**config.mk**
```make
export PLATFORM = sky130hd
export DESIGN_NAME = muldiv_ctrl
export DESIGN_NICKNAME = d
export VERILOG_FILES = /design/src/rtl/muldiv_ctrl.sv
export SDC_FILE = /design/constraint.sdc
export NUM_CORES = 2
export LEC_CHECK = 0
export BUFFER_PORTS_ARGS = -buffer_cell sky130_fd_sc_hd__buf_2
export CELL_PAD_IN_SITES_DETAIL_PLACEMENT = 0
export CELL_PAD_IN_SITES_GLOBAL_PLACEMENT = 1
export CORE_MARGIN = 1
export CORE_UTILIZATION = 45
export DETAILED_ROUTE_END_ITERATION = 6
export PLACE_DENSITY = 0.86
export SYNTH_ARGS = -nofsm -noshare
export SYNTH_HDL_FRONTEND = slang
export SYNTH_SLANG_ARGS = --single-unit
```
**constraint.sdc**
```tcl
create_clock -name clk -period 20.7 [get_ports clk]
set_input_delay 4.14 -clock clk [delete_from_list [all_inputs] [get_ports clk]]
set_output_delay 4.14 -clock clk [all_outputs]
set_load 0.05 [all_outputs]
```
**src/rtl/muldiv_ctrl.sv**
```systemverilog
// Multi-cycle multiply/divide controller: one-cycle multiply, WIDTH-cycle restoring divide.
// Optional macro MULDIV_EARLY_OUT_EN: divide-by-zero and overflow skip the iteration loop.
//
// state | meaning
// IDLE  | waiting for a request, in_ready high
// MUL   | one cycle to form the product from latched operands
// DIV   | restoring divide, one quotient bit per cycle
// DONE  | result valid, held until out_ready
module muldiv_ctrl #(
    parameter int WIDTH = 32
) (
    input  logic             clk,
    input  logic             rst,
    input  logic             in_valid,
    output logic             in_ready,
    input  logic [3:0]       alu_op,
    input  logic [WIDTH-1:0] op1,
    input  logic [WIDTH-1:0] op2,
    input  logic             flush,
    output logic             out_valid,
    input  logic             out_ready,
    output logic [WIDTH-1:0] result,
    output logic             busy
);

    localparam int CW = (WIDTH > 1) ? $clog2(WIDTH) : 1;
    localparam logic [CW-1:0] CNT_LAST = CW'(WIDTH - 1);

    localparam logic [3:0] OP_MUL    = 4'b1010;
    localparam logic [3:0] OP_MULH   = 4'b1011;
    localparam logic [3:0] OP_MULHSU = 4'b1100;
    localparam logic [3:0] OP_MULHU  = 4'b1101;
    localparam logic [3:0] OP_DIV    = 4'b1110;
    localparam logic [3:0] OP_REM    = 4'b1111;

    typedef enum logic [1:0] {IDLE, MUL, DIV, DONE} state_t;

    state_t           state_q;
    logic [3:0]       op_q;
    logic [WIDTH-1:0] op1_q;
    logic [CW-1:0]    cnt_q;
    logic [WIDTH-1:0] rem_q;
    logic [WIDTH-1:0] quo_q;
    logic [WIDTH-1:0] dsr_q;
    logic             q_neg_q;
    logic             r_neg_q;
    logic             dz_q;
    logic             ovf_q;
    logic             out_valid_q;
    logic [WIDTH-1:0] result_q;

    logic             accept;
    logic             is_div_in;
    logic             dz_in;
    logic             ovf_in;
    logic [WIDTH-1:0] op1_mag;
    logic [WIDTH-1:0] op2_mag;

    logic [WIDTH:0]     shifted;
    logic [WIDTH:0]     trial;
    logic [WIDTH-1:0]   rem_d;
    logic [WIDTH-1:0]   quo_d;
    logic [WIDTH-1:0]   div_res;
    logic [2*WIDTH-1:0] a_ext;
    logic [2*WIDTH-1:0] b_ext;
    logic [2*WIDTH-1:0] prod;
    logic [WIDTH-1:0]   mul_res;

    // Divide-by-zero and overflow answers; shared by the early-out and full-length paths.
    function automatic logic [WIDTH-1:0] special_res(input logic is_div,
                                                     input logic [WIDTH-1:0] a,
                                                     input logic dz);
        if (dz) return is_div ? '1 : a;
        else    return is_div ? a : '0;
    endfunction

    assign in_ready  = (state_q == IDLE) && !flush && !rst;
    assign accept    = in_valid && in_ready;
    assign busy      = (state_q != IDLE);
    assign out_valid = out_valid_q;
    assign result    = result_q;

    assign is_div_in = (alu_op == OP_DIV) || (alu_op == OP_REM);
    assign dz_in     = (op2 == '0);
    assign ovf_in    = (op1 == {1'b1, {(WIDTH-1){1'b0}}}) && (op2 == '1);
    assign op1_mag   = op1[WIDTH-1] ? -op1 : op1;
    assign op2_mag   = op2[WIDTH-1] ? -op2 : op2;

    always_comb begin
        shifted = {rem_q, quo_q[WIDTH-1]};
        trial   = shifted - {1'b0, dsr_q};
        rem_d   = shifted[WIDTH-1:0];
        quo_d   = {quo_q[WIDTH-2:0], 1'b0};
        if (!trial[WIDTH]) begin
            rem_d = trial[WIDTH-1:0];
            quo_d = {quo_q[WIDTH-2:0], 1'b1};
        end
    end

    always_comb begin
        div_res = '0;
        if (dz_q || ovf_q)
            div_res = special_res(op_q == OP_DIV, op1_q, dz_q);
        else if (op_q == OP_DIV)
            div_res = q_neg_q ? -quo_d : quo_d;
        else
            div_res = r_neg_q ? -rem_d : rem_d;
    end

    // Sign-extending both operands to 2*WIDTH lets one unsigned multiply serve every variant.
    assign a_ext = {{WIDTH{op1_q[WIDTH-1] & ((op_q == OP_MULH) || (op_q == OP_MULHSU))}}, op1_q};
    assign b_ext = {{WIDTH{dsr_q[WIDTH-1] & (op_q == OP_MULH)}}, dsr_q};
    assign prod  = a_ext * b_ext;

    always_comb begin
        case (op_q)
            OP_MUL:                       mul_res = prod[WIDTH-1:0];
            OP_MULH, OP_MULHSU, OP_MULHU: mul_res = prod[2*WIDTH-1:WIDTH];
            default:                      mul_res = '0;
        endcase
    end

    always_ff @(posedge clk) begin
        if (rst) begin
            state_q     <= IDLE;
            op_q        <= '0;
            op1_q       <= '0;
            cnt_q       <= '0;
            rem_q       <= '0;
            quo_q       <= '0;
            dsr_q       <= '0;
            q_neg_q     <= 1'b0;
            r_neg_q     <= 1'b0;
            dz_q        <= 1'b0;
            ovf_q       <= 1'b0;
            out_valid_q <= 1'b0;
            result_q    <= '0;
        end else if (flush) begin
            state_q     <= IDLE;
            out_valid_q <= 1'b0;
        end else begin
            case (state_q)
                IDLE: begin
                    if (accept) begin
                        op_q    <= alu_op;
                        op1_q   <= op1;
                        cnt_q   <= CNT_LAST;
                        rem_q   <= '0;
                        q_neg_q <= op1[WIDTH-1] ^ op2[WIDTH-1];
                        r_neg_q <= op1[WIDTH-1];
                        dz_q    <= dz_in;
                        ovf_q   <= ovf_in;
                        if (is_div_in) begin
                            quo_q <= op1_mag;
                            dsr_q <= op2_mag;
`ifdef MULDIV_EARLY_OUT_EN
                            if (dz_in || ovf_in) begin
                                result_q    <= special_res(alu_op == OP_DIV, op1, dz_in);
                                out_valid_q <= 1'b1;
                                state_q     <= DONE;
                            end else begin
                                state_q <= DIV;
                            end
`else
                            state_q <= DIV;
`endif
                        end else begin
                            quo_q   <= '0;
                            dsr_q   <= op2;
                            state_q <= MUL;
                        end
                    end
                end
                MUL: begin
                    result_q    <= mul_res;
                    out_valid_q <= 1'b1;
                    state_q     <= DONE;
                end
                DIV: begin
                    rem_q <= rem_d;
                    quo_q <= quo_d;
                    if (cnt_q == '0) begin
                        result_q    <= div_res;
                        out_valid_q <= 1'b1;
                        state_q     <= DONE;
                    end else begin
                        cnt_q <= cnt_q - 1'b1;
                    end
                end
                DONE: begin
                    if (out_ready) begin
                        out_valid_q <= 1'b0;
                        state_q     <= IDLE;
                    end
                end
                default: state_q <= IDLE;
            endcase
        end
    end

endmodule

```
==> impl_results.md <==
- Adder-cell share of the synthesized area: 50.5%
- Max clock buf depth: 2
- Post-layout util: 47.3%
- Synth Area in Compound Gates: 9.91%
- Mapped Cells: 6032
- # Post-CTS Setup Buffers: 0
- Total clock sinks: 175
- Initial DRT Pass Iterations: 7
- Pwr dens: 22.8 nW/um^2
- Reg-to-Reg Start: op_q[1]$_SDFFE_PP0P_
- Slowest CP cell: fa_1
- Hold buffers post-CTS: 0
- Final WL: 154000 um
- Post-Synth XOR/XNOR Area: 3.49%
- CP startpoint: op_q[1]$_SDFFE_PP0P_
- Worst-path clk slew: 0.08 ns
- Rel. slew slack: 20.5%
- Area contributors post-synth: fa_1 44%, inv_1 9.2%, nand2_1 7.3%, dfxtp_1 6.9%, ha_1 6.2%
- Largest net degree at the start of global routing: 83
- RSZ-0062 raised after global routing: no
- CP Buf/Inv Count: 8
- CTS Root Cell: clkbuf_16
- Crit path capture: result[30]$_SDFFE_PP0P_
- # setup viols final: 0
- Post-cts resize count: 0
- Row Count: 123
- Outcome: finished with violations
- Worst-case reg-to-reg path depth: 33
- Initial Utilization: 45.3%
- H-Tree Depth: 4
- Max Cap Viol: 0
- Die area: 115000 um^2
- Final nets: 7301
- Setup TNS Final: 0 ns
- Kind of critical path: reg2reg
- Main combinational cell family by area after synthesis: adder cells
- HP Class: reg2reg
- Stages on the worst setup path: 33
- Post-synthesis average cell area: 8.44 um^2
- Initial antenna violation count: 5
- Core area: 112000 um^2
- GRT Residual Overflow: 0
- DRC: 2
- Required time of the critical path: 21.08 ns
- Dpl cell area: 52500 um^2
- EDFF count, synth: 0
- Post-synth top area share: 44.3%
- Asr flop ratio synth: 0%
- Fin. Hold Viols: 0
- Yosys top cell by area: fa_1
- Ports: 108
- Final GP Congestion: 0.974
- Startpoint types: register
- CP Data Arrival Time: 10.15 ns
- First-pass GRT wire length: 247000 um
- Overall routing resource usage: 27.6%
- 1st-iter DRT viols: 3245
- Area Growth Syn to Fin: 4.30%
- Fillers: 11.1k
- Synth Warn #: 0
- Failing checks: design-rule violations
- Clk_lat worst skew: 0.46 ns
- Post-route cell area: 53100 um^2
- Crit-path max cell delay: 0.79 ns
- Maximum vdd drop: 0.0451 mV
- Routed wire per std cell: 20.9 um
- Sequential area share after synthesis: 6.88%
- Main synth FF type: dfxtp_1
- Synth Register Bits: 175
- CTS tree: done
- Final Max Tran Viols: 0
- Slew @ Worst Pin: 1.19 ns
- Fraction of layout cells with a size suffix above 1: 4.62%
- Die width: 338 um
- Via count: 40.8k
- Worst setup EP type: register
- Crit-path leading delay family: adder cells
- Fin crit share: 47.2%
- Post-route ant nets: 0
- Mux cell area share after synthesis: 0.609%
- Leakage: 24.2 nW
- Non-Filler Instances: 7367
- FF-to-FF setup slack: 10.93 ns
- Input/output buffers: 107
- Vias in the first global route: 43.1k
- Tmin final: 9.77 ns
- Setup Skew: 0.0160 ns
- Dpl cells: 7329
- Post-Synth Simple-Gate Area: 16.5%
- Max Clk Rate: 102 MHz
- Routed vias/inst: 5.53
- Worst r2r dst: result[30]$_SDFFE_PP0P_
- Syn nets: 7485
- Critical path peak fanout: 31
- Num CTS Buffers: 17
- Synthesized area: 50900 um^2
- Crit path top cell by count: fa_1
- DIE HEIGHT: 338 um
- Synth unique cells: 83
- DP Wirelength: 122000 um
==> cell families (layout without fill, tap and decap cells) <==
group                    after synthesis  count (layout)
adder cells (fa/ha/maj)             1380            1380
XOR/XNOR                             203             203
other                                  0               6
AO/OA/AOI/OAI                        739             739
AND/OR/NAND/NOR                     1861            1861
multiplexers                          31              31
buffers and inverters               1643            1472
flip-flops                           175             175
==> report_power, final <==
| part | leakage, nW | internal (mW) | switching [mW] | total, mW |
|---|---|---|---|---|
| Combinational | 22.5 | 0.157 | 0.351 | 0.508 |
| Clock | 0.280 | 0.164 | 0.171 | 0.335 |
| Sequential | 1.42 | 0.349 | 0.0198 | 0.369 |
| Total | 24.2 | 0.670 | 0.542 | 1.21 |
==> routing by layer <==
metal  part of all wire (%)  track usage (%)  up-vias
met5                 0.0065                0        -
met4                    4.7             11.7        2
met3                    6.6             2.99      269
met2                     47             45.7     1501
met1                     41             36.7    20904
li1                       -                -    18091
==> registers in the layout, summed over array words and instances, names as in the netlist <==
signal,cells
state_q,2
out_valid,1
cnt_q,5
dsr_q,32
quo_q,32
rem_q,32
ovf_q,1
result,32
op_q,4
op1_q,32
dz_q,1
q_neg_q,1
==> worst min path at each step <==
stage	start	endpoint	slack, ns	depth (start not counted)
final	op1_q[19]$_SDFFE_PP0P_	op1_q[19]$_SDFFE_PP0P_	0.46	2
after floorplan	cnt_q[0]$_SDFFE_PP0P_	cnt_q[0]$_SDFFE_PP0P_	0.46	1
after global routing	op1_q[19]$_SDFFE_PP0P_	op1_q[19]$_SDFFE_PP0P_	0.48	2
after global placement	result[23]$_SDFFE_PP0P_	result[23]$_SDFFE_PP0P_	0.44	2
after CTS	op1_q[22]$_SDFFE_PP0P_	op1_q[22]$_SDFFE_PP0P_	0.46	2
after detailed placement	result[23]$_SDFFE_PP0P_	result[23]$_SDFFE_PP0P_	0.45	2
==> cell usage after synthesis (18+ instances only) <==
| library cell | count |
|---|---|
| nand3_1 | 49 |
| fa_1 | 1126 |
| mux2i_1 | 31 |
| o31ai_1 | 34 |
| a21oi_1 | 191 |
| nor2_1 | 273 |
| dfxtp_1 | 175 |
| a21o_1 | 47 |
| nand2b_1 | 19 |
| a222oi_1 | 30 |
| a221oi_1 | 37 |
| and2_1 | 291 |
| nor4_1 | 30 |
| or3_1 | 18 |
| ha_1 | 254 |
| clkbuf_1 | 373 |
| nand4_1 | 35 |
| o21ai_0 | 135 |
| inv_1 | 1246 |
| a31oi_1 | 51 |
| xor2_1 | 85 |
| and3_1 | 24 |
| o41ai_1 | 18 |
| a211oi_1 | 43 |
| nand2_1 | 984 |
| xnor2_1 | 118 |
| nor3_1 | 76 |
==> cell usage in the layout (no fill, tap or decap), types with 7 or more instances in the layout <==
master,n
nor2b_1,11
a21oi_1,191
dfxtp_1,172
a221oi_1,37
xnor2_1,118
o21bai_1,13
and3_1,23
nand2b_1,19
mux2i_1,31
o41ai_1,18
nand2_1,983
nor2_1,272
xor2_1,85
or3_1,18
buf_4,87
nor3_1,76
a31oi_1,51
a211oi_1,43
o21a_1,15
a32o_1,9
and2_1,291
nor4_1,30
nand4_1,35
a311oi_1,13
fa_1,1126
o211ai_1,15
a222oi_1,30
a21o_1,47
o31ai_1,34
or2_2,15
nand3_1,49
clkbuf_16,17
ha_1,253
o31a_1,7
buf_2,106
inv_1,1246
or4_1,14
o21ai_0,135
==> layout make-up <==
class	instances	area, um^2	share of cell area (%)
tap	1500	1880	3.53
clock inverter	14	139	0.261
clock buffer	18	439	0.827
antenna	6	15.0	0.0283
sequential	175	3510	6.60
timing repair buffer	193	1180	2.23
inverter	1247	4680	8.81
multi-input combinational	4214	41300	77.7
==> per-stage QoR <==
stage / setup WS [ns] / hold WS (ns) / power (mW)
after floorplan: 11.14 / 0.461 / 0.697
after global placement: 11.17 / 0.439 / 0.870
after detailed placement: 11.00 / 0.448 / 0.874
after CTS: 10.98 / 0.460 / 1.21
after global routing: 10.35 / 0.480 / 1.27
final: 10.93 / 0.457 / 1.21
==> worst reg2reg max path, delay by kind of cell, from the launching register on <==
family          cells  cell delay [ns]
mux                 1             0.08
flops               1             0.34
compound gates      7             1.54
buf+inv             8             1.41
simple gates        8             1.41
fa+ha+maj           9             4.94
No activity file was read; power rests on OpenSTA's default activity.
